File: config.mk
export PLATFORM = sky130hd
export DESIGN_NAME = wb_pipe_stage
export DESIGN_NICKNAME = d
export VERILOG_FILES = /design/src/rtl/wb_pipe_stage.sv
export SDC_FILE = /design/constraint.sdc
export NUM_CORES = 1
export LEC_CHECK = 0
export BUFFER_PORTS_ARGS = -buffer_cell sky130_fd_sc_hd__buf_2
export CAP_MARGIN = 0
export CORE_ASPECT_RATIO = 0.5
export CORE_UTILIZATION = 43
export DETAILED_ROUTE_END_ITERATION = 16
export MAX_ROUTING_LAYER = met4
export PLACE_DENSITY = 0.84
export SKIP_CTS_REPAIR_TIMING = 1
export SLEW_MARGIN = 30
export SYNTH_ARGS = -nofsm -noshare
export SYNTH_HDL_FRONTEND = slang
export SYNTH_SLANG_ARGS = --single-unit
File: constraint.sdc
create_clock -name clk -period 1.9 [get_ports clk]
set_input_delay 0.095 -clock clk [delete_from_list [all_inputs] [get_ports clk]]
set_output_delay 0.095 -clock clk [all_outputs]
set_load 0.02 [all_outputs]
File: src/rtl/wb_pipe_stage.sv
// Write-back pipeline stage: registers the incoming instruction, aligns and extends
// load data, drives the register-file write port and counts retired instructions.
module wb_pipe_stage #(
  parameter int DATA_W  = 32,
  parameter int RADDR_W = 5,
  parameter int CNT_W   = 32
) (
  input  logic               clk,
  input  logic               rst,
  input  logic               stall,
  input  logic               flush,
  input  logic               in_valid,
  input  logic [31:0]        in_pc,
  input  logic [31:0]        in_inst,
  input  logic               in_reg_write,
  input  logic [RADDR_W-1:0] in_waddr,
  input  logic               in_mem_to_reg,
  input  logic [DATA_W-1:0]  in_alu_data,
  input  logic [DATA_W-1:0]  in_mem_data,
  input  logic [2:0]         in_load_type,
  input  logic [1:0]         in_byte_off,
  output logic               rf_we,
  output logic [RADDR_W-1:0] rf_waddr,
  output logic [DATA_W-1:0]  rf_wdata,
  output logic [31:0]        debug_pc,
  output logic [31:0]        debug_inst,
  output logic [CNT_W-1:0]   retire_cnt
);

  typedef struct packed {
    logic               valid;
    logic [31:0]        pc;
    logic [31:0]        inst;
    logic               reg_write;
    logic [RADDR_W-1:0] waddr;
    logic               mem_to_reg;
    logic [DATA_W-1:0]  alu_data;
    logic [DATA_W-1:0]  mem_data;
    logic [2:0]         load_type;
    logic [1:0]         byte_off;
  } stage_t;

  stage_t             stage_q, stage_d;
  logic [CNT_W-1:0]   cnt_q, cnt_d;

  // Select and extend the addressed byte/half; unknown load types act as word loads.
  function automatic logic [DATA_W-1:0] load_align(input stage_t s);
    logic [7:0]        b;
    logic [15:0]       h;
    logic [DATA_W-1:0] r;
    b = s.mem_data[{s.byte_off, 3'b000} +: 8];
    h = s.mem_data[{s.byte_off[1], 4'b0000} +: 16];
    case (s.load_type)
      3'b001:  r = {{(DATA_W-8){b[7]}}, b};
      3'b010:  r = {{(DATA_W-8){1'b0}}, b};
      3'b011:  r = {{(DATA_W-16){h[15]}}, h};
      3'b100:  r = {{(DATA_W-16){1'b0}}, h};
      default: r = s.mem_data;
    endcase
    return r;
  endfunction

  // Next-state: flush clears the whole entry so debug outputs read zero.
  always_comb begin
    stage_d = stage_q;
    cnt_d   = cnt_q;
    if (flush) begin
      stage_d = '0;
    end else if (stall) begin
      stage_d = stage_q;
    end else begin
      stage_d.valid      = in_valid;
      stage_d.pc         = in_pc;
      stage_d.inst       = in_inst;
      stage_d.reg_write  = in_reg_write;
      stage_d.waddr      = in_waddr;
      stage_d.mem_to_reg = in_mem_to_reg;
      stage_d.alu_data   = in_alu_data;
      stage_d.mem_data   = in_mem_data;
      stage_d.load_type  = in_load_type;
      stage_d.byte_off   = in_byte_off;
      if (in_valid) begin
        cnt_d = cnt_q + {{(CNT_W-1){1'b0}}, 1'b1};
      end else begin
        cnt_d = cnt_q;
      end
    end
  end

  // Stage register and retire counter with synchronous reset.
  always_ff @(posedge clk) begin
    if (rst) begin
      stage_q <= '0;
      cnt_q   <= '0;
    end else begin
      stage_q <= stage_d;
      cnt_q   <= cnt_d;
    end
  end

  assign rf_we      = stage_q.valid & stage_q.reg_write & (stage_q.waddr != '0);
  assign rf_waddr   = stage_q.waddr;
  assign rf_wdata   = stage_q.mem_to_reg ? load_align(stage_q) : stage_q.alu_data;
  assign debug_pc   = stage_q.pc;
  assign debug_inst = stage_q.inst;
  assign retire_cnt = cnt_q;

endmodule

==> results of run 1 <==
[area by class of cell]
cell class / instances / area, sq um
Clock inverter: 10 / 128
Inverter: 4 / 15.0
Timing Repair Buffer: 470 / 3330
Tap cell: 234 / 293
Sequential cell: 173 / 3490
Antenna cell: 3 / 7.51
Multi-Input combinational cell: 545 / 3990
Fill cell: 1297 / 6050
Clock buffer: 22 / 475
[cell families (layout without fill, tap and decap cells)]
group                    after synthesis  in the layout
AND/OR/NAND/NOR                      276            278
other                                  0              3
AO/OA/AOI/OAI                         94             94
XOR/XNOR                              12             12
flip-flops                           173            173
adder cells (fa/ha/maj)                1              1
buffers and inverters                133            506
multiplexers                         160            160
[worst max path at each step]
stage	from	end	slack [ns]
CTS	stage_q[2]$_SDFFE_PP0N_	rf_wdata[5]	-0.48
floorplan	retire_cnt[16]$_SDFFE_PP0P_	retire_cnt[30]$_SDFFE_PP0P_	0.0006
global placement	stage_q[0]$_SDFFE_PP0N_	rf_wdata[25]	-0.18
global route	stage_q[3]$_SDFFE_PP0N_	rf_wdata[11]	-0.42
finish	stage_q[0]$_SDFFE_PP0N_	rf_wdata[22]	-0.37
detailed placement	stage_q[2]$_SDFFE_PP0N_	rf_wdata[5]	-0.02
[routing by layer]
layer  vias up  share of wire, %
li1       3624                 -
met1      3768                39
met2       352                51
met3       108               5.6
met4         0               4.3
met5         -                 0
[through the flow]
stage / setup TNS (ns) / total power [mW] / instance area [sq um] / std cells / hold slack (ns)
finish: -9.02 / 8.64 / 11700 / 1461 / 0.104
global route: -10.76 / 8.97 / 11700 / 1461 / 0.113
CTS: -13.42 / 8.34 / 9890 / 1307 / -0.112
detailed placement: -0.0550 / 4.76 / 9290 / 1275 / 0.330
global placement: -2.56 / 4.74 / 9280 / 1275 / 0.322
floorplan: 0 / 4.46 / 8000 / 849 / 0.239
[synthesized netlist by cell type (4+ instances only)]
library cell	count
nand4_1	11
o21ai_0	11
mux2_2	8
nor2_1	171
mux2i_1	151
nand2_1	12
clkbuf_1	47
a21oi_1	34
a311o_1	16
nand3_1	9
and4_2	4
nor4b_1	7
xor2_1	9
buf_1	7
a22oi_1	8
nor2b_1	18
inv_1	4
a221oi_1	7
buf_4	69
dfxtp_1	173
or4_1	9
or3_1	9
o31ai_1	9
[power groups by stage]
stage | registers (mW) | logic [mW] | clock network [mW]
global route | 3.81 | 1.32 | 3.84
CTS | 3.79 | 0.892 | 3.65
global placement | 3.87 | 0.867 | 0
finish | 3.80 | 1.24 | 3.60
detailed placement | 3.87 | 0.888 | 0
floorplan | 3.85 | 0.613 | 0
[registers in the layout (all words and copies together), names as in the netlist]
register	flops
retire_cnt	32
debug_inst	32
stage_q	72
debug_pc	32
rf_waddr	5
[worst max-delay path: cells and delay by family (launching register included)]
kind	cells	cell delay [ns]
simple gates	1	0.15
compound gates	2	0.35
mux	1	0.56
buf+inv	2	0.34
flops	1	0.35
==> metrics.md, run 1 <==
| Metric | Value |
|---|---|
| Clock buffer depth | `2` |
| FFs w/ async S/R, synth | `0%` |
| HP Class | `input port to flop` |
| DRT Wirelength | `around 27000 um` |
| Internal power | `between 6 and 7 mW` |
| Largest family of logic cells by synthesized area | `multiplexers` |
| Hpwl dp | `15900 um` |
| Final core occ | `66.0%` |
| R2r setup slk | `0.08 ns` |
| Slew HR | `between 30% and 40%` |
| GRT Total Usage | `22.8%` |
| Post-synthesis compound-gate area fraction | `~8.1%` |
| Gate power share | `14.4%` |
| Total gr overflow | `0` |
| Root Buffer | `clkbuf_16` |
| Clock share of power | `a little over two fifths` |
| Synth Area in Simple Gates | `16.8%` |
| Net Sw Frac | `25.5%` |
| Pin count of the biggest net entering global routing | `118` |
| # rows | `34` |
| HP Start | `flush` |
| Worst path cell trace | `mux4_2, nor2_4, a211oi_4, buf_12, a311o_1, buf_2` |
| Crit Reg-Reg Endpoint | `retire_cnt[25]$_SDFFE_PP0P_` |
| Most common cell after layout, fill and taps aside | `buf_2` |
| Layout cells sized above 1 | `roughly a third` |
| Top cell type's share of synthesized area | `43.3%` |
| Met1 usage | `27.1%` |
| Syn nets | `995` |
| Final #Nets | `1357` |
| Commonest non-fill, non-tap cells in the layout | `buf_2 (263), nor2_1 (170), dfxtp_1 (160), mux2i_1 (151), dlygate4sd3_1 (141)` |
| Worst Slack Setup Final | `-0.367 ns` |
| CP Max Fanout | `16` |
| Outcome | `finished, violations left` |
| RSZ-0062 raised after global routing | `yes` |
| Crit path arrival time | `roughly 2.2 ns` |
| Core Region | `17800 sq um` |
| Via density | `5.37` |
| Number of port buffers | `278` |
| DRT iter0 DRCs | `553` |
| Worst path max stage delay | `~0.56 ns` |
| I/O pins | `approximately 280` |
| Final Hold Viols | `0` |
| Worst EP required | `roughly 1.8 ns` |
| Area growth syn-to-layout | `46.8%` |
| M3 GR Usage | `4.70%` |
| Post-DRT Antenna Nets | `0` |
| Worst hold stages | `4` |
| Worst IR Drop VDD | `approximately 0.6 mV` |
| Die Y | `98.4 um` |
| Starting Density | `44.9%` |
| Final Skew | `0.00990 ns` |
| Total CTS buffers | `17` |
| First-pass GRT wire length | `33700 um` |
| Number of synthesized register bits | `roughly 170` |
| Critical Path Slowest Stage Cell | `mux4_2` |
| Worst Setup End Kind | `output pin` |
| Worst Setup Slack post-DPL | `-0.0238 ns` |
| Mux contribution to synthesized area | `20.3%` |
| Die area | `19200 sq um` |
| Drt wl/cell | `18.5 um` |
| Post-route clock period utilization | `119%` |
| Clock sinks | `between 150 and 200` |
| Max Cap Viol | `0` |
| Reg2Reg Depth | `4` |
| Final Slew Violations | `0` |
| Avg Inst Size Synth | `9.41 sq um` |
| Synth Area in Adders | `less than 1%` |
| Synth warn | `0` |
| Mapped Area | `7990 sq um` |
| Vias in the first global route | `6583` |
| Die W | `roughly 190 um` |
| DR DRC count | `0` |
| Psw | `2.20 mW` |
| Failing checks | `negative setup slack` |
| # setup viols final | `32` |
| Vias | `between 7k and 8k` |
| Busiest grt layer | `met2` |
| Met2 Usage GRT | `38.7%` |
| Crit path launch type | `flop` |
| Slew @ Worst Pin | `0.973 ns` |
| Final Critical Period | `2.27 ns` |
| Fmax | `0.441 GHz` |
| Hold EP | `retire_cnt[1]$_SDFFE_PP0P_` |
| Seq pwr share | `around 44%` |
| Synth area leaders | `dfxtp_1 (43%), mux2i_1 (19%), nor2_1 (8.0%), buf_4 (6.5%), clkbuf_1 (2.2%)` |
| Initial DRT Pass Iterations | `5` |
| Most used DFF post-synth | `dfxtp_1` |
| CTS tree | `done` |
| Initial antenna violation count | `3` |
| Sequential share of the synthesized area | `43.3%` |
| R2R Path Start | `retire_cnt[14]$_SDFFE_PP0P_` |
| H-tree levels | `4` |
| Clk_lat worst skew | `roughly 0.42 ns` |
| Number of enable flip-flop cells after synthesis | `0` |
| Clock transition at the registers of the reported paths | `0.07 ns` |
| Synth Area in XOR/XNOR | `1.32%` |
| Leak | `5.41 nW` |
| Netlist cell types | `between 50 and 60` |
| Mapped Cells | `849` |
| RD Place Congestion | `0.904` |
| Pwr/cell area | `737 nW/um^2` |
| Synth area leader | `dfxtp_1` |
| Critical path type | `flop to output pin` |
(Power assumes the default switching activity.)
==> run 2, diff against run 1 <==
--- a/config.mk
+++ b/config.mk
@@ -9,6 +9,7 @@
 export CAP_MARGIN = 0
 export CORE_ASPECT_RATIO = 0.5
 export CORE_UTILIZATION = 43
+export CTS_BUF_LIST = sky130_fd_sc_hd__clkbuf_8 sky130_fd_sc_hd__clkbuf_16
 export DETAILED_ROUTE_END_ITERATION = 16
 export MAX_ROUTING_LAYER = met4
 export PLACE_DENSITY = 0.84
==> metrics.md, run 2 (synthesized netlist as in run 1, its figures left out) <==
| Metric | Value |
|---|---|
| Vias in the first global route | `6583 (unchanged)` |
| Placed inst area | `9290 sq um (unchanged)` |
| Die Y | `98.4 um (unchanged)` |
| Worst path cell trace | `xnor2_2, o211a_1, a22oi_1, a21oi_1, buf_4` |
| CP Buf/Inv Count | `1 (-1)` |
| Area growth syn-to-layout | `46.2%` |
| Worst path top cell family by delay | `compound AO/OA/AOI/OAI gates` |
| Via density | `5.35 (-0.44%)` |
| Net Sw Frac | `25.7% (+0.18 points)` |
| Final Slew Violations | `0 (unchanged)` |
| Clock buffer depth | `2 (unchanged)` |
| Worst EP required | `1.80 ns (about the same)` |
| Die W | `195 um (unchanged)` |
| TNS Setup | `-9.04 ns (-0.0261 ns)` |
| Fmax | `0.435 GHz (-1.4%)` |
| Min Hold Slack | `0.102 ns (-0.00219 ns)` |
| Slew @ Worst Pin | `0.886 ns (-0.0866 ns)` |
| Max Cap Viol | `0 (unchanged)` |
| Worst Slack Setup Final | `-0.400 ns (-0.0325 ns)` |
| DRT Wirelength | `26700 um (-0.85%)` |
| RSZ-0062 raised after global routing | `yes` |
| Placed Cells | `1275 (unchanged)` |
| Layout cells sized above 1 | `34.5% (-0.35 points)` |
| Pwr/cell area | `739 nW/um^2 (+0.31%)` |
| Tot Pwr | `8.63 mW (-0.11%)` |
| Worst path max stage delay | `0.48 ns (-0.08 ns)` |
| Drt wl/cell | `18.3 um (-0.71%)` |
| Finished Cell Area | `11700 sq um (-0.43%)` |
| Post-route clock period utilization | `121% (+1.7 points)` |
| GRT Total Usage | `22.8% (about the same)` |
| Initial DRT Pass Iterations | `5 (unchanged)` |
| Total gr overflow | `0 (unchanged)` |
| Clk_lat worst skew | `0.42 ns (about the same)` |
| First-pass GRT wire length | `33700 um (about the same)` |
| Initial antenna violation count | `3 (unchanged)` |
| Vias | `7807 (-0.57%)` |
| Critical Path Slowest Stage Cell | `o211a_1` |
| Final Skew | `0.00998 ns (+0.0000822 ns)` |
| Seq pwr share | `44.1% (about the same)` |
| Biggest register | `stage_q` |
| Final #Nets | `1355 (-0.15%)` |
| Crit path arrival time | `2.20 ns (+0.03 ns)` |
| Worst IR Drop VDD | `0.605 mV (+1.5%)` |
| Non-Filler Instances | `1459 (-0.14%)` |
| Final Critical Period | `2.30 ns (+0.0325 ns)` |
| Most common cell after layout, fill and taps aside | `buf_2` |
| Failing checks | `negative setup slack` |
| Slew HR | `40.9% (+5.8 points)` |
| Crit path launch type | `flop` |
| Total CTS buffers | `17 (unchanged)` |
| I/O pins | `279 (unchanged)` |
| Final Hold Viols | `0 (unchanged)` |
| Core Region | `17800 sq um (unchanged)` |
| Post-DRT Antenna Nets | `0 (unchanged)` |
| HP Class | `input port to flop` |
| Die area | `19200 sq um (unchanged)` |
| Clock share of power | `41.7% (about the same)` |
| Clock sinks | `173 (unchanged)` |
| Leak | `5.41 nW (about the same)` |
| Starting Density | `44.9% (unchanged)` |
| Psw | `2.22 mW (+0.60%)` |
| # setup viols final | `32 (unchanged)` |
| Commonest non-fill, non-tap cells in the layout | `buf_2 (263), nor2_1 (170), dfxtp_1 (160), mux2i_1 (151), dlygate4sd3_1 (141)` |
| Root Buffer | `clkbuf_16` |
| DR DRC count | `0 (unchanged)` |
| CP Max Fanout | `8 (-8)` |
| Max reg flops | `72 (unchanged)` |
| Number of port buffers | `278 (unchanged)` |
| Internal power | `6.41 mW (-0.36%)` |
| Hpwl dp | `15900 um (unchanged)` |
| H-tree levels | `4 (unchanged)` |
| # rows | `34 (unchanged)` |
| DRT iter0 DRCs | `515 (-6.9%)` |
| Gate power share | `14.2% (-0.2 points)` |
| Clock transition at the registers of the reported paths | `0.06 ns (about the same)` |
| Pin count of the biggest net entering global routing | `118 (unchanged)` |
| Critical path type | `flop to output pin` |
| Outcome | `finished, violations left` |
| RD Place Congestion | `0.904 (unchanged)` |
| Filler cell count | `1309 (+0.93%)` |
| CTS tree | `done` |
| Worst Setup End Kind | `output pin` |
run 2: cell count changes in the layout (fill, tap and decap cells not counted), sizes merged:
cell | before | now
inv | 7 | 10
buf | 328 | 326
clkbuf | 23 | 20
run 2: worst paths after layout:
kind | start | endpoint | slack, ns | depth (start not counted)
worst max-delay path | stage_q[2]$_SDFFE_PP0N_ | rf_wdata[8] | -0.40 | 5
worst min-delay path | flush | retire_cnt[1]$_SDFFE_PP0P_ | 0.10 | 4
worst min register to register | debug_inst[14]$_SDFFE_PP0N_ | debug_inst[14]$_SDFFE_PP0N_ | 0.49 | 2
worst max register to register | retire_cnt[14]$_SDFFE_PP0P_ | retire_cnt[30]$_SDFFE_PP0P_ | 0.08 | 4
run 2: power by group through the flow:
| stage | clock (mW) | sequential (mW) | combinational, mW |
|---|---|---|---|
| after CTS | 3.64 | 3.79 | 0.892 |
| after floorplan | 0 | 3.85 | 0.613 |
| after global placement | 0 | 3.87 | 0.867 |
| after global routing | 3.85 | 3.81 | 1.30 |
| after detailed placement | 0 | 3.87 | 0.888 |
| final | 3.60 | 3.80 | 1.23 |
run 2: layout make-up:
class | count | area [sq um] | share of cell area, %
inverters | 4 | 15.0 | 0.129
multi-input cells | 545 | 3970 | 33.9
repair buffers | 468 | 3310 | 28.3
clock buffers | 19 | 464 | 3.97
well taps | 234 | 293 | 2.51
flip-flops and latches | 173 | 3490 | 29.9
clock inverters | 13 | 139 | 1.19
diodes | 3 | 7.51 | 0.0643
run 2: routing by layer:
layer  up-vias  track usage, %  share of wire, %
met5         -               -                 0
met4         0            7.57               4.5
met3       113            4.70               5.9
met2       361            38.7                51
met1      3712            27.1                39
li1       3621               -                 -
run 2: stage by stage:
stage	util, %	setup slack [ns]
2_1_floorplan	-	0.000614
6_report	65.7	-0.400
3_3_place_gp	52.2	-0.177
5_1_grt	65.7	-0.491
4_1_cts	55.6	-0.478
3_5_place_dp	52.2	-0.0238
run 2: tightest hold or removal path, stage by stage:
cell and delay, ns:
buf_2 0.10, nor3b_1 0.08, mux2i_1 0.12, nor2_1 0.08
==> run 3, diff against run 2 <==
--- a/config.mk
+++ b/config.mk
@@ -7,12 +7,14 @@
 export LEC_CHECK = 0
 export BUFFER_PORTS_ARGS = -buffer_cell sky130_fd_sc_hd__buf_2
 export CAP_MARGIN = 0
+export CELL_PAD_IN_SITES_DETAIL_PLACEMENT = 1
+export CELL_PAD_IN_SITES_GLOBAL_PLACEMENT = 1
 export CORE_ASPECT_RATIO = 0.5
-export CORE_UTILIZATION = 43
+export CORE_UTILIZATION = 33
 export CTS_BUF_LIST = sky130_fd_sc_hd__clkbuf_8 sky130_fd_sc_hd__clkbuf_16
 export DETAILED_ROUTE_END_ITERATION = 16
 export MAX_ROUTING_LAYER = met4
-export PLACE_DENSITY = 0.84
+export PLACE_DENSITY = 0.86
 export SKIP_CTS_REPAIR_TIMING = 1
 export SLEW_MARGIN = 30
 export SYNTH_ARGS = -nofsm -noshare
==> metrics.md, run 3 (synthesized netlist as in run 1, its figures left out) <==
| Metric | Value |
|---|---|
| First-pass GRT wire length | `40100 um (+19%)` |
| Clock transition at the registers of the reported paths | `0.07 ns (about the same)` |
| HP Class | `input port to flop` |
| Final Skew | `0.00861 ns (-0.00137 ns)` |
| Clock buffer depth | `2 (unchanged)` |
| Worst path max stage delay | `0.55 ns (+0.07 ns)` |
| # rows | `39 (+15%)` |
| Pin count of the biggest net entering global routing | `94 (-20%)` |
| RSZ-0062 raised after global routing | `yes` |
| Worst Setup End Kind | `output pin` |
| Die Y | `112 um (+14%)` |
| Clk_lat worst skew | `0.45 ns (+0.03 ns)` |
| DRT iter0 DRCs | `361 (-30%)` |
| Multi-input gate area | `4010 sq um (+1.2%)` |
| GRT Total Usage | `21.3% (-1.5 points)` |
| Placed Cells | `1345 (+5.5%)` |
| # setup viols final | `32 (unchanged)` |
| DRT Wirelength | `33700 um (+26%)` |
| Reg2Reg Depth | `4 (unchanged)` |
| Core Region | `23300 sq um (+31%)` |
| Critical Path Slowest Stage Cell | `mux4_2` |
| Pwr/cell area | `748 nW/um^2 (+1.3%)` |
| Final #Nets | `1354 (-0.074%)` |
| I/O pins | `279 (unchanged)` |
| Max reg flops | `72 (unchanged)` |
| Placed inst area | `9360 sq um (+0.74%)` |
| Biggest register | `stage_q` |
| Max Cap Viol | `0 (unchanged)` |
| Worst path cell trace | `mux4_2, nor2_4, a211oi_4, buf_12, a311o_1, buf_2` |
| Number of port buffers | `278 (unchanged)` |
| CTS tree | `done` |
| Post-route clock period utilization | `121% (+0.32 points)` |
| CP Max Fanout | `16 (+8)` |
| Commonest non-fill, non-tap cells in the layout | `buf_2 (261), nor2_1 (170), dfxtp_1 (162), mux2i_1 (151), dlygate4sd3_1 (141)` |
| Via density | `5.24 (-2.1%)` |
| Root Buffer | `clkbuf_16` |
| Hpwl dp | `19200 um (+21%)` |
| Leak | `5.41 nW (+0.11%)` |
| Min Hold Slack | `0.0821 ns (-0.0194 ns)` |
| Crit path arrival time | `2.21 ns (about the same)` |
| Clock sinks | `173 (unchanged)` |
| Total CTS buffers | `17 (unchanged)` |
| Finished Cell Area | `11900 sq um (+1.7%)` |
| Worst Slack Setup Final | `-0.406 ns (-0.00603 ns)` |
| Slew HR | `43.2% (+2.3 points)` |
| Initial antenna violation count | `5 (+2)` |
| Layout cells sized above 1 | `34.4% (-0.14 points)` |
| Outcome | `finished, violations left` |
| Starting Density | `34.3% (-11 points)` |
| Critical path type | `flop to output pin` |
| DR DRC count | `0 (unchanged)` |
| H-tree levels | `4 (unchanged)` |
| Drt wl/cell | `22.0 um (+20%)` |
| Final Critical Period | `2.31 ns (+0.00603 ns)` |
| Worst IR Drop VDD | `0.591 mV (-2.3%)` |
| Worst EP required | `1.80 ns (about the same)` |
| Die W | `222 um (+14%)` |
| Worst hold stages | `4 (unchanged)` |
| Final core occ | `51.0% (-15 points)` |
| Most common cell after layout, fill and taps aside | `buf_2` |
| RD Place Congestion | `0.867 (-4.1%)` |
| Final Hold Viols | `0 (unchanged)` |
| Post-DRT Antenna Nets | `0 (unchanged)` |
| Non-Filler Instances | `1533 (+5.1%)` |
| Vias in the first global route | `7402 (+12%)` |
| Fmax | `0.434 GHz (-0.26%)` |
| Slew @ Worst Pin | `0.852 ns (-0.0338 ns)` |
| Register area | `3490 sq um (unchanged)` |
| Filler cell count | `2609 (+99%)` |
| Vias | `8029 (+2.8%)` |
| Final Slew Violations | `0 (unchanged)` |
| Initial DRT Pass Iterations | `5 (unchanged)` |
| Area growth syn-to-layout | `48.6%` |
| Die area | `24900 sq um (+30%)` |
| Crit path launch type | `flop` |
| Total gr overflow | `0 (unchanged)` |
| Failing checks | `negative setup slack` |
| TNS Setup | `-10.42 ns (-1.38 ns)` |
## run 3: cell types whose count changed in the layout (fill, tap and decap cells not counted), moves of 5 or more
cell / previous run / this run
a22oi_1: 3 / 8
buf_4: 50 / 42
a22oi_2: 5 / 0
buf_6: 8 / 18
## run 3: stage by stage
stage	setup slack, ns	power (mW)
2_1_floorplan	0.000614	4.46
3_3_place_gp	-0.156	4.74
3_5_place_dp	-0.201	4.79
4_1_cts	-0.696	8.48
5_1_grt	-0.450	9.18
6_report	-0.406	8.89
## run 3: final timing paths
kind | from | to | slack, ns
worst max-delay path | stage_q[0]$_SDFFE_PP0N_ | rf_wdata[20] | -0.41
worst max register to register | retire_cnt[14]$_SDFFE_PP0P_ | retire_cnt[31]$_SDFFE_PP0P_ | 0.06
worst min register to register | retire_cnt[26]$_SDFFE_PP0P_ | retire_cnt[26]$_SDFFE_PP0P_ | 0.50
worst min-delay path | flush | retire_cnt[0]$_SDFFE_PP0P_ | 0.08
## run 3: cell type report
class / count / share of cell area (%)
well taps: 307 / 3.23
clock buffers: 17 / 3.58
inverters: 4 / 0.126
flip-flops and latches: 173 / 29.4
diodes: 5 / 0.105
repair buffers: 468 / 28.2
multi-input cells: 544 / 33.8
clock inverters: 15 / 1.57
## run 3: metal layers
layer | part of all wire (%) | wire, um | GRT usage (%) | vias up
met5 | 0 | 0 | - | -
li1 | - | - | - | 3638
met1 | 38 | 12800 | 22.6 | 3984
met2 | 53 | 17800 | 38.0 | 271
met3 | 3.4 | 1130 | 4.16 | 136
met4 | 5.9 | 2000 | 11.2 | 0
## run 3: worst max-delay path: cells and delay by family (launching register included)
family                 cells  cell delay (ns)
buffers and inverters      2             0.34
multiplexers               1             0.55
AO/OA/AOI/OAI              2             0.37
flip-flops                 1             0.36
AND/OR/NAND/NOR            1             0.13
## run 3: where the power goes
| part | switching, mW | internal [mW] | leakage (nW) |
|---|---|---|---|
| Sequential | 0.0929 | 3.72 | 1.41 |
| Combinational | 0.653 | 0.649 | 3.70 |
| Clock | 1.68 | 2.09 | 0.301 |
| Total | 2.42 | 6.46 | 5.41 |
